--- src/rtl/seg7_scanner_if.sv ---
// Display-side bus of the 7-segment scanner: data/brightness in, scan drive out.
interface seg7_scanner_if #(
  parameter int NUM_DIGITS = 8,
  parameter int BRIGHT_W   = 4
);
  localparam int DW = $clog2(NUM_DIGITS);

  logic [4*NUM_DIGITS-1:0] value;
  logic                    load;
  logic [NUM_DIGITS-1:0]   dp;
  logic [NUM_DIGITS-1:0]   blank_mask;
  logic [BRIGHT_W-1:0]     brightness;
  logic [NUM_DIGITS-1:0]   an;
  logic [6:0]              sev_out;
  logic                    dp_out;
  logic [DW-1:0]           digit_idx;
  logic                    frame_done;

  modport master (
    output value, load, dp, blank_mask, brightness,
    input  an, sev_out, dp_out, digit_idx, frame_done
  );
  modport slave (
    input  value, load, dp, blank_mask, brightness,
    output an, sev_out, dp_out, digit_idx, frame_done
  );
endinterface

--- src/rtl/seg7_scanner.sv ---
// Multiplexed 7-segment scanner with PWM brightness and frame-synchronous update.
// Optional leading-zero suppression enabled by defining SEG7_LZS_EN.
module seg7_scanner #(
  parameter int NUM_DIGITS = 8,
  parameter int SUB_DIV    = 3125,
  parameter int BRIGHT_W   = 4
) (
  input logic clk,
  input logic Rst,
  seg7_scanner_if.slave bus
);
  localparam int DW = $clog2(NUM_DIGITS);
  localparam int PW = (SUB_DIV > 1) ? $clog2(SUB_DIV) : 1;
  localparam int VW = 4*NUM_DIGITS;

  typedef struct packed {
    logic [VW-1:0]         val;
    logic [NUM_DIGITS-1:0] dp;
    logic [NUM_DIGITS-1:0] blk;
  } disp_t;

  logic [PW-1:0]         presc_q, presc_d;
  logic [BRIGHT_W-1:0]   sub_q, sub_d, bright_q, bright_d;
  logic [DW-1:0]         dig_q, dig_d;
  disp_t                 pend_q, pend_d, act_q, act_d;
  logic                  pend_vld_q, pend_vld_d;
  logic [NUM_DIGITS-1:0] an_q, an_d;
  logic [6:0]            sev_q, sev_d;
  logic                  dp_out_q, dp_out_d, frame_done_q, frame_done_d;
  logic                  sub_wrap, slot_wrap, frame_wrap, lit, suppress;
  logic [3:0]            nib;

  function automatic logic [6:0] hex7(input logic [3:0] n);
    case (n)
      4'h0: hex7 = 7'h01; 4'h1: hex7 = 7'h4F; 4'h2: hex7 = 7'h12; 4'h3: hex7 = 7'h06;
      4'h4: hex7 = 7'h4C; 4'h5: hex7 = 7'h24; 4'h6: hex7 = 7'h20; 4'h7: hex7 = 7'h0F;
      4'h8: hex7 = 7'h00; 4'h9: hex7 = 7'h04; 4'hA: hex7 = 7'h08; 4'hB: hex7 = 7'h60;
      4'hC: hex7 = 7'h31; 4'hD: hex7 = 7'h42; 4'hE: hex7 = 7'h30; default: hex7 = 7'h38;
    endcase
  endfunction

  // Scan position, brightness sample and pending->active transfer.
  always_comb begin
    presc_d    = presc_q + 1'b1;
    sub_d      = sub_q;
    dig_d      = dig_q;
    bright_d   = bright_q;
    pend_d     = pend_q;
    pend_vld_d = pend_vld_q;
    act_d      = act_q;
    sub_wrap   = (presc_q == PW'(SUB_DIV-1));
    slot_wrap  = sub_wrap && (sub_q == '1);
    frame_wrap = slot_wrap && (dig_q == DW'(NUM_DIGITS-1));
    if (sub_wrap) begin
      presc_d = '0;
      sub_d   = sub_q + 1'b1;
    end
    if (slot_wrap) begin
      dig_d    = frame_wrap ? '0 : dig_q + 1'b1;
      bright_d = bus.brightness;
    end
    if (bus.load) begin
      pend_d     = '{val: bus.value, dp: bus.dp, blk: bus.blank_mask};
      pend_vld_d = 1'b1;
    end
    if (frame_wrap) begin
      if (pend_vld_d) act_d = pend_d;
      pend_vld_d = 1'b0;
    end
  end

`ifdef SEG7_LZS_EN
  // lz[i]: digit i and every digit above it are zero without a decimal point.
  logic [NUM_DIGITS-1:0] lz;
  always_comb begin
    lz = '0;
    lz[NUM_DIGITS-1] = (act_d.val[VW-1 -: 4] == 4'h0) && !act_d.dp[NUM_DIGITS-1];
    for (int i = NUM_DIGITS-2; i >= 1; i--)
      lz[i] = lz[i+1] && (act_d.val[4*i +: 4] == 4'h0) && !act_d.dp[i];
  end
  assign suppress = lz[dig_d];
`else
  assign suppress = 1'b0;
`endif

  // Outputs are decoded from the next scan position so an/sev/dp line up with digit_idx.
  always_comb begin
    nib      = act_d.val[4*dig_d +: 4];
    lit      = (sub_d <= bright_d) && !act_d.blk[dig_d] && !suppress;
    an_d     = '1;
    sev_d    = 7'h7F;
    dp_out_d = 1'b1;
    if (lit) begin
      an_d     = ~(NUM_DIGITS'(1) << dig_d);
      sev_d    = hex7(nib);
      dp_out_d = ~act_d.dp[dig_d];
    end
    frame_done_d = frame_wrap;
  end

  always_ff @(posedge clk or posedge Rst) begin
    if (Rst) begin
      presc_q      <= '0;
      sub_q        <= '0;
      dig_q        <= '0;
      bright_q     <= '0;
      pend_q       <= '0;
      pend_vld_q   <= 1'b0;
      act_q        <= '0;
      an_q         <= '1;
      sev_q        <= 7'h7F;
      dp_out_q     <= 1'b1;
      frame_done_q <= 1'b0;
    end else begin
      presc_q      <= presc_d;
      sub_q        <= sub_d;
      dig_q        <= dig_d;
      bright_q     <= bright_d;
      pend_q       <= pend_d;
      pend_vld_q   <= pend_vld_d;
      act_q        <= act_d;
      an_q         <= an_d;
      sev_q        <= sev_d;
      dp_out_q     <= dp_out_d;
      frame_done_q <= frame_done_d;
    end
  end

  assign bus.an         = an_q;
  assign bus.sev_out    = sev_q;
  assign bus.dp_out     = dp_out_q;
  assign bus.digit_idx  = dig_q;
  assign bus.frame_done = frame_done_q;
endmodule
--- src/flat_wrapper.sv ---
// flat-port wrapper written by rule: the top's interface ports become plain ports
module seg7_scanner_flat 
#(
  parameter int NUM_DIGITS = 8,
  parameter int SUB_DIV    = 3125,
  parameter int BRIGHT_W   = 4
)
  (clk, Rst, bus_value, bus_load, bus_dp, bus_blank_mask, bus_brightness, bus_an, bus_sev_out, bus_dp_out, bus_digit_idx, bus_frame_done);
  seg7_scanner_if #(.NUM_DIGITS(NUM_DIGITS), .BRIGHT_W(BRIGHT_W)) bus_i ();
  input logic clk;
  input logic Rst;
  input wire logic [$bits(bus_i.value)-1:0] bus_value;
  input wire logic [$bits(bus_i.load)-1:0] bus_load;
  input wire logic [$bits(bus_i.dp)-1:0] bus_dp;
  input wire logic [$bits(bus_i.blank_mask)-1:0] bus_blank_mask;
  input wire logic [$bits(bus_i.brightness)-1:0] bus_brightness;
  output wire logic [$bits(bus_i.an)-1:0] bus_an;
  output wire logic [$bits(bus_i.sev_out)-1:0] bus_sev_out;
  output wire logic [$bits(bus_i.dp_out)-1:0] bus_dp_out;
  output wire logic [$bits(bus_i.digit_idx)-1:0] bus_digit_idx;
  output wire logic [$bits(bus_i.frame_done)-1:0] bus_frame_done;
  assign bus_i.value = bus_value;
  assign bus_i.load = bus_load;
  assign bus_i.dp = bus_dp;
  assign bus_i.blank_mask = bus_blank_mask;
  assign bus_i.brightness = bus_brightness;
  assign bus_an = bus_i.an;
  assign bus_sev_out = bus_i.sev_out;
  assign bus_dp_out = bus_i.dp_out;
  assign bus_digit_idx = bus_i.digit_idx;
  assign bus_frame_done = bus_i.frame_done;
  seg7_scanner #(.NUM_DIGITS(NUM_DIGITS), .SUB_DIV(SUB_DIV), .BRIGHT_W(BRIGHT_W)) u_core (.clk(clk), .Rst(Rst), .bus(bus_i));
endmodule
--- config.mk ---
export PLATFORM = sky130hd
export DESIGN_NAME = seg7_scanner_flat
export DESIGN_NICKNAME = d
export VERILOG_FILES = /design/src/rtl/seg7_scanner_if.sv /design/src/rtl/seg7_scanner.sv /design/src/flat_wrapper.sv
export SDC_FILE = /design/constraint.sdc
export NUM_CORES = 1
export LEC_CHECK = 0
export ABC_AREA = 1
export BUFFER_PORTS_ARGS = -buffer_cell sky130_fd_sc_hd__buf_4
export CORE_ASPECT_RATIO = 1.5
export CORE_MARGIN = 5
export CORE_UTILIZATION = 59
export DETAILED_ROUTE_END_ITERATION = 12
export HOLD_SLACK_MARGIN = 0.08
export PLACE_DENSITY = 0.77
export SYNTH_ARGS = -nofsm -noshare
export SYNTH_HDL_FRONTEND = slang
export SYNTH_SLANG_ARGS = --single-unit
export TNS_END_PERCENT = 20
--- constraint.sdc ---
create_clock -name clk -period 4.31 [get_ports clk]
set_clock_uncertainty 0.15 [all_clocks]
set_input_delay 0.2155 -clock clk [delete_from_list [all_inputs] [get_ports clk]]
set_output_delay 0.2155 -clock clk [all_outputs]
set_load 0.02 [all_outputs]
-- Word-level counts from Yosys, hierarchy flattened
Memory sizes are Yosys's and may differ from the RTL's.
Cells that the tools add are included.
- bits of input ports: 55
- bits in writable memories: 0
- logic and storage cells: 49
- register bits: 137
- bits in latches: 0
- bits in read-only memories: 112
- output and inout bits: 20
- memories: 1
- div/mod/pow operators: 0
- shifts and indexed selects: 2
- multipliers: 0
- reduce and logical (&&, ||, !) cells: 4
- add/subtract/negate cells: 3
- multiplexer cells: 17
- eq/ne operators: 3
- bitwise logic cells: 2
- $lt $le $gt $ge: 2
- memory list (memory ; words ; width ; rd ports ; clocked after memory_dff ; write ports ; line ; source):
    (name not given) ; 16 ; 7 ; 1 ; 0 ; 0 ; seg7_scanner.sv:34 ; case (n)
- operator list (kind ; number):
    $mux 48 ; 3
    $shiftx 32x6->4 ; 1
    $add 12x1->12 const B ; 1
    $eq 12x12->1 const B ; 1
    $mux 12 ; 1
    $mux 4 ; 2
    $mux 8 ; 1
    $not 8->8 ; 1
    $shl 1x3->8 const A ; 1
    $mux 7 ; 1
    $bmux 1 s3 ; 2
    $mux 3 ; 2
    $mux 1 ; 5
    $add 4x1->4 const B ; 1
    $eq 4x4->1 const B ; 1
    $le 4x4->1 ; 1
    $lt 3x4->1 const B ; 1
    $add 3x1->3 const B ; 1
    $eq 3x3->1 const B ; 1
    $logic_and 1x1->1 ; 3
    $logic_not 1->1 ; 1
    $not 1->1 ; 1

-- Depth between registers and ports, before layout
- depth in word-level cells: 10
- mapped depth: 22
- gate-level depth less buffers: 21

-- Least setup slack after synthesis
OpenSTA, ideal clock, no wires.
- kind: flip-flop to flip-flop
- start point: register u_core.dig_q[0], in the netlist u_core.bus.digit_idx[0]
- end point: register u_core.sev_q[5], in the netlist u_core.bus.sev_out[5]
- arrival time: 2516 ps
- setup time: 76 ps
- path slack: 1568 ps
- path buffers: 0
- required time: 4084 ps
- cell stages (with the launch flop): 18
- clock period less this slack: 2742 ps
- cells stage by stage: dfrtp_1 > ha_1 > ha_1 > nor2_1 > nand4_1 > nand2_4 > inv_4 > nor2_2 > nand2_1 > nand2_1 > inv_1 > nand2_1 > nand2_1 > ha_1 > nand3_1 > nor2_1 > nor2_1 > nand2_1
- word-level cells in the longest chain between the ends: 9
- elaborated cells between the ends (all ways): 13
- classes of those cells: add/sub: 1; eq/ne: 1; shift: 1; mux: 6; reduce/logical: 3; memory: 1
- RTL lines (element ; line ; source):
    start: declaration ; seg7_scanner.sv:24 ; logic [DW-1:0] dig_q, dig_d;
    start signal: assignment ; seg7_scanner.sv:117 ; dig_q <= dig_d;
    branches (longest 3 deep; another with $add 3x1->3) ; - ;
    $mux 3 (*) ; seg7_scanner.sv:58 ; if (slot_wrap) begin
    via u_core.dig_d[0] ; seg7_scanner.sv:24 ;
    branches (longest 4 deep; another with $mem_v2 16x7) ; - ;
    $mux 7 (*) ; seg7_scanner.sv:93 ; if (lit) begin
    via u_core.sev_d[5] ; seg7_scanner.sv:28 ; logic [6:0] sev_q, sev_d;
    end signal: assignment ; seg7_scanner.sv:123 ; sev_q <= sev_d;
    end: declaration ; seg7_scanner.sv:28 ;
Mark *: on every way through the listed nets, which the timed path passes. The select of a mux whose other input is x is not followed.

==> run_results.csv <==
group,metric,value,unit
outcome,run_status,"complete, no violations",
power_and_ir_drop,share_seq_of_total_power,0.439,
clocking,worst_skew_late_latency,0.42,ns
place,finalWeightedCongestion,0.8824,
power_and_ir_drop,power.leakage,4.381,nW
logic_synthesis,synth_area_leader_cell,"sky130_fd_sc_hd__dfrtp_1",
clocking,num_cts_buffers,17,
clocking,clock_sink_count,137,
worst_setup_path,cp-end-kind,"flop",
power_and_ir_drop,power_density,362.5,nW/µm²
clocking,clk_pin_slew_worst_paths,0.06,ns
worst_setup_path,worstSetupStartpoint,"u_core.presc_q[0]",
global_route,antenna_found_initial,0,
worst_setup_path,crit_family,"simple AND/OR/NAND/NOR gates",
layout,post_route_cells_drive_above_1_share,0.1794,
place,placement.io_buffers,74,
clocking,clock-root-buffer,"sky130_fd_sc_hd__clkbuf_16",
clocking,cts_post_setup_buffers_inserted,0,
global_route,wire_length_of_the_first_global_routing_pass,28210,µm
worst_setup_path,cp_num_cells,18,
power_and_ir_drop,worst_ir_drop_vdd,0.2801,mV
place,dp_hpwl,11050,µm
routing,drcViolationCount,0,
worst_setup_path,worst-setup-path-type,"flop to flop",
floorplan,die_width,96.63,µm
logic_synthesis,postSynthNetCount,902,
power_and_ir_drop,netSwitchingPower,0.0006765,W
timing,achievable-frequency,303.0,MHz
routing,post_drt_via_cell_ratio,5.283,
global_route,globalRouteTotalUtil,0.2556,
timing,final-hold-violation-count,0,
worst_setup_path,startpoint_of_the_most_critical_register_to_register_path,"u_core.presc_q[0]",
global_route,grt_pass1_vias,5907,
layout,diodes,0,
logic_synthesis,average_cell_area_after_synthesis,7.982,µm²
power_and_ir_drop,comb_power_share,0.070,
worst_setup_path,slowest_delay,0.43,ns
routing,ant_nets,0,
layout,design_area,8452,µm²
logic_synthesis,synth_seq_cells,137,
layout,commonest_cells_after_routing_fill_and_taps_aside,"sky130_fd_sc_hd__nand2_1 (353), sky130_fd_sc_hd__dfrtp_1 (121), sky130_fd_sc_hd__buf_4 (82)",
worst_setup_path,crit_path_cell_trace,"inv_1 > ha_1 > nand3_1 > nor2_1 > nand4_1 > buf_4 > o21ai_0 > nand2_1 > nand2_1 > nand2_1 > nand3_1 > nand2_1 > inv_2 > ha_1 > nand3_1 > nor2_1 > nor2_1 > nand2_1",
worst_setup_path,worstPathRequired,4.52,ns
timing,drv_slew,0,
timing,post-route-period-util,0.7657,
worst_setup_path,startpoint_type,"flop",
timing,worst_pin_slew,0.8284,ns
clocking,cts_resized,0,
layout,flow.area_growth_from_synthesis,27.26,%
clocking,cts_buffer_depth,2,
routing,vias,5901,
layout,mostFrequentLayoutCell,"sky130_fd_sc_hd__nand2_1",
layout,fin_nets,1027,
timing,report.final.setup_viol,0,
worst_setup_path,crit_arrival,3.51,ns
clocking,tritoncts,"built",
power_and_ir_drop,internal-power,0.002388,W
worst_setup_path,regToRegSetupSlack,1.01,ns
logic_synthesis,post_synth_inst_count,832,
global_route,overflow,0,
timing,timing.final.crit_period,3.300,ns
logic_synthesis,yosysTopAreaCellShare,0.4559,
floorplan,initial_core_util,0.6007,
floorplan,core_area,11060,µm²
worst_setup_path,path_buf_inv,3,
timing,final_setup_tns,0,ns
run,number_of_maximum_capacitance_constraint_violations,0,
worst_hold_path,hold_path_class,"primary input to flop",
logic_synthesis,total_number_of_yosys_warnings,0,
worst_setup_path,cp_max_fo,58,
clocking,cts_htree_levels,4,
clocking,ctsHoldBuffers,53,
logic_synthesis,mappedNetlistArea,6641,µm²
routing,drt-wirelength-per-cell,15.03,µm
worst_setup_path,regToRegEndpoint,"u_core.bus.sev_out[6]",
floorplan,die_area,13520,µm²
global_route,grt_max_degree,70,
logic_synthesis,yosysSeqAreaShare,0.5192,
place,post_dp_cell_area,7307,µm²
floorplan,design.portCount,75,
logic_synthesis,yosysUniqueCellTypes,38,
worst_setup_path,critPathCapture,"u_core.bus.sev_out[6]",
logic_synthesis,synth_area_leaders,"sky130_fd_sc_hd__dfrtp_1 (46%), sky130_fd_sc_hd__nand2_1 (20%), sky130_fd_sc_hd__dfstp_2 (6.3%)",
timing,slew-limit-headroom,0.4477,
worst_setup_path,critical_path.slowest_cell,"sky130_fd_sc_hd__o21ai_0",
routing,drt_iter0_drc,386,
worst_setup_path,r2r.worst_path.cells,18,
floorplan,floorplan.rows,47,
worst_setup_path,path_common_cell,"sky130_fd_sc_hd__nand2_1",
routing,wirelength,16790,µm
routing,drt_pre_antenna_iters,5,
power_and_ir_drop,share_clk_of_total_power,0.490,
timing,rsz0062_at_grt,"no",
power_and_ir_drop,power_switching_share,0.2208,
floorplan,dieHeight,139.9,µm
-- power groups by stage --
stage | registers [W] | logic [W] | clock network (W)
after floorplan | 0.00136 | 0.000105 | 0
after global placement | 0.00137 | 0.000170 | 0
after detailed placement | 0.00137 | 0.000175 | 0
after CTS | 0.00134 | 0.000216 | 0.00152
after global routing | 0.00135 | 0.000244 | 0.00158
final | 0.00135 | 0.000216 | 0.00150
-- worst min-delay path by stage --
| stage | start | to | depth (start not counted) |
|---|---|---|---|
| after floorplan | bus_brightness[2] | u_core.bright_q[2] | 2 |
| after global placement | Rst | u_core.pend_q[34] | 2 |
| after detailed placement | Rst | u_core.pend_q[42] | 2 |
| after CTS | bus_load | u_core.pend_q[14] | 4 |
| after global routing | bus_load | u_core.pend_q[14] | 4 |
| final | bus_load | u_core.pend_q[36] | 4 |
-- stage by stage --
| step | power, W | util | setup slack (ns) | hold WS, ns | cells |
|---|---|---|---|---|---|
| global placement | 0.001535 | 0.6609 | 1.221 | 0.2877 | 1032 |
| CTS | 0.003079 | 0.7645 | 1.074 | 0.2763 | 1117 |
| finish | 0.003064 | 0.7645 | 1.010 | 0.2961 | 1117 |
| global route | 0.003172 | 0.7645 | 0.7754 | 0.3200 | 1117 |
| floorplan | 0.001469 | - | 0.3032 | 0.1949 | 832 |
| detailed placement | 0.001543 | 0.6609 | 1.149 | 0.2925 | 1032 |
-- synth_stat cells (all sizes together) --
library cell and number:
buf 18, nand4 7, inv 68, a31oi 3, dfstp 16, nor2b 1
xor2 6, a21boi 1, clkbuf 11, xnor2 1, nand3 38, a21oi 51
a21o 1, dfrtp 121, nor4 2, o21ai 46, nand2 365, nor2 49
a32o 1, ha 15, nor3 4, o21a 2, or2 5
-- routing by layer --
layer	GRT usage	part of all wire	vias up
li1	-	-	2865
met1	0.3074	0.39	2778
met2	0.4480	0.52	217
met3	0.05274	0.053	41
met4	0.1021	0.030	0
met5	0	0	-
-- worst min-delay path, stage by stage --
cell	delay (ns)
sky130_fd_sc_hd__buf_4	0.13
sky130_fd_sc_hd__buf_4	0.28
sky130_fd_sc_hd__nand2_1	0.14
sky130_fd_sc_hd__nand2_1	0.05
-- flip-flops by register name, summed over array words and instances, names as in the netlist, 3 cells and up --
register / count
u_core.bright_q: 4
u_core.bus.sev_out: 7
u_core.bus.digit_idx: 3
u_core.pend_q: 48
u_core.sub_q: 4
u_core.act_q: 48
u_core.presc_q: 12
u_core.bus.an: 8
-- layout make-up --
| class | instances | area (µm²) |
|---|---|---|
| fill | 786 | 2604 |
| clock inverter | 11 | 143.9 |
| inverter | 68 | 260.3 |
| clock buffer | 21 | 470.5 |
| sequential | 137 | 3448 |
| multi-input combinational | 598 | 2799 |
| timing repair buffer | 135 | 1146 |
| tap | 147 | 183.9 |
-- kinds of logic (layout without fill, tap and decap cells) --
group,count (synthesis),after routing,synth area share
flip-flops,137,137,0.5192
AND/OR/NAND/NOR,471,471,0.3003
buffers and inverters,97,235,0.06048
adder cells (fa/ha/maj),15,15,0.02826
XOR/XNOR,7,7,0.009232
AO/OA/AOI/OAI,105,105,0.08252
Power figures use the tool's default switching activity.
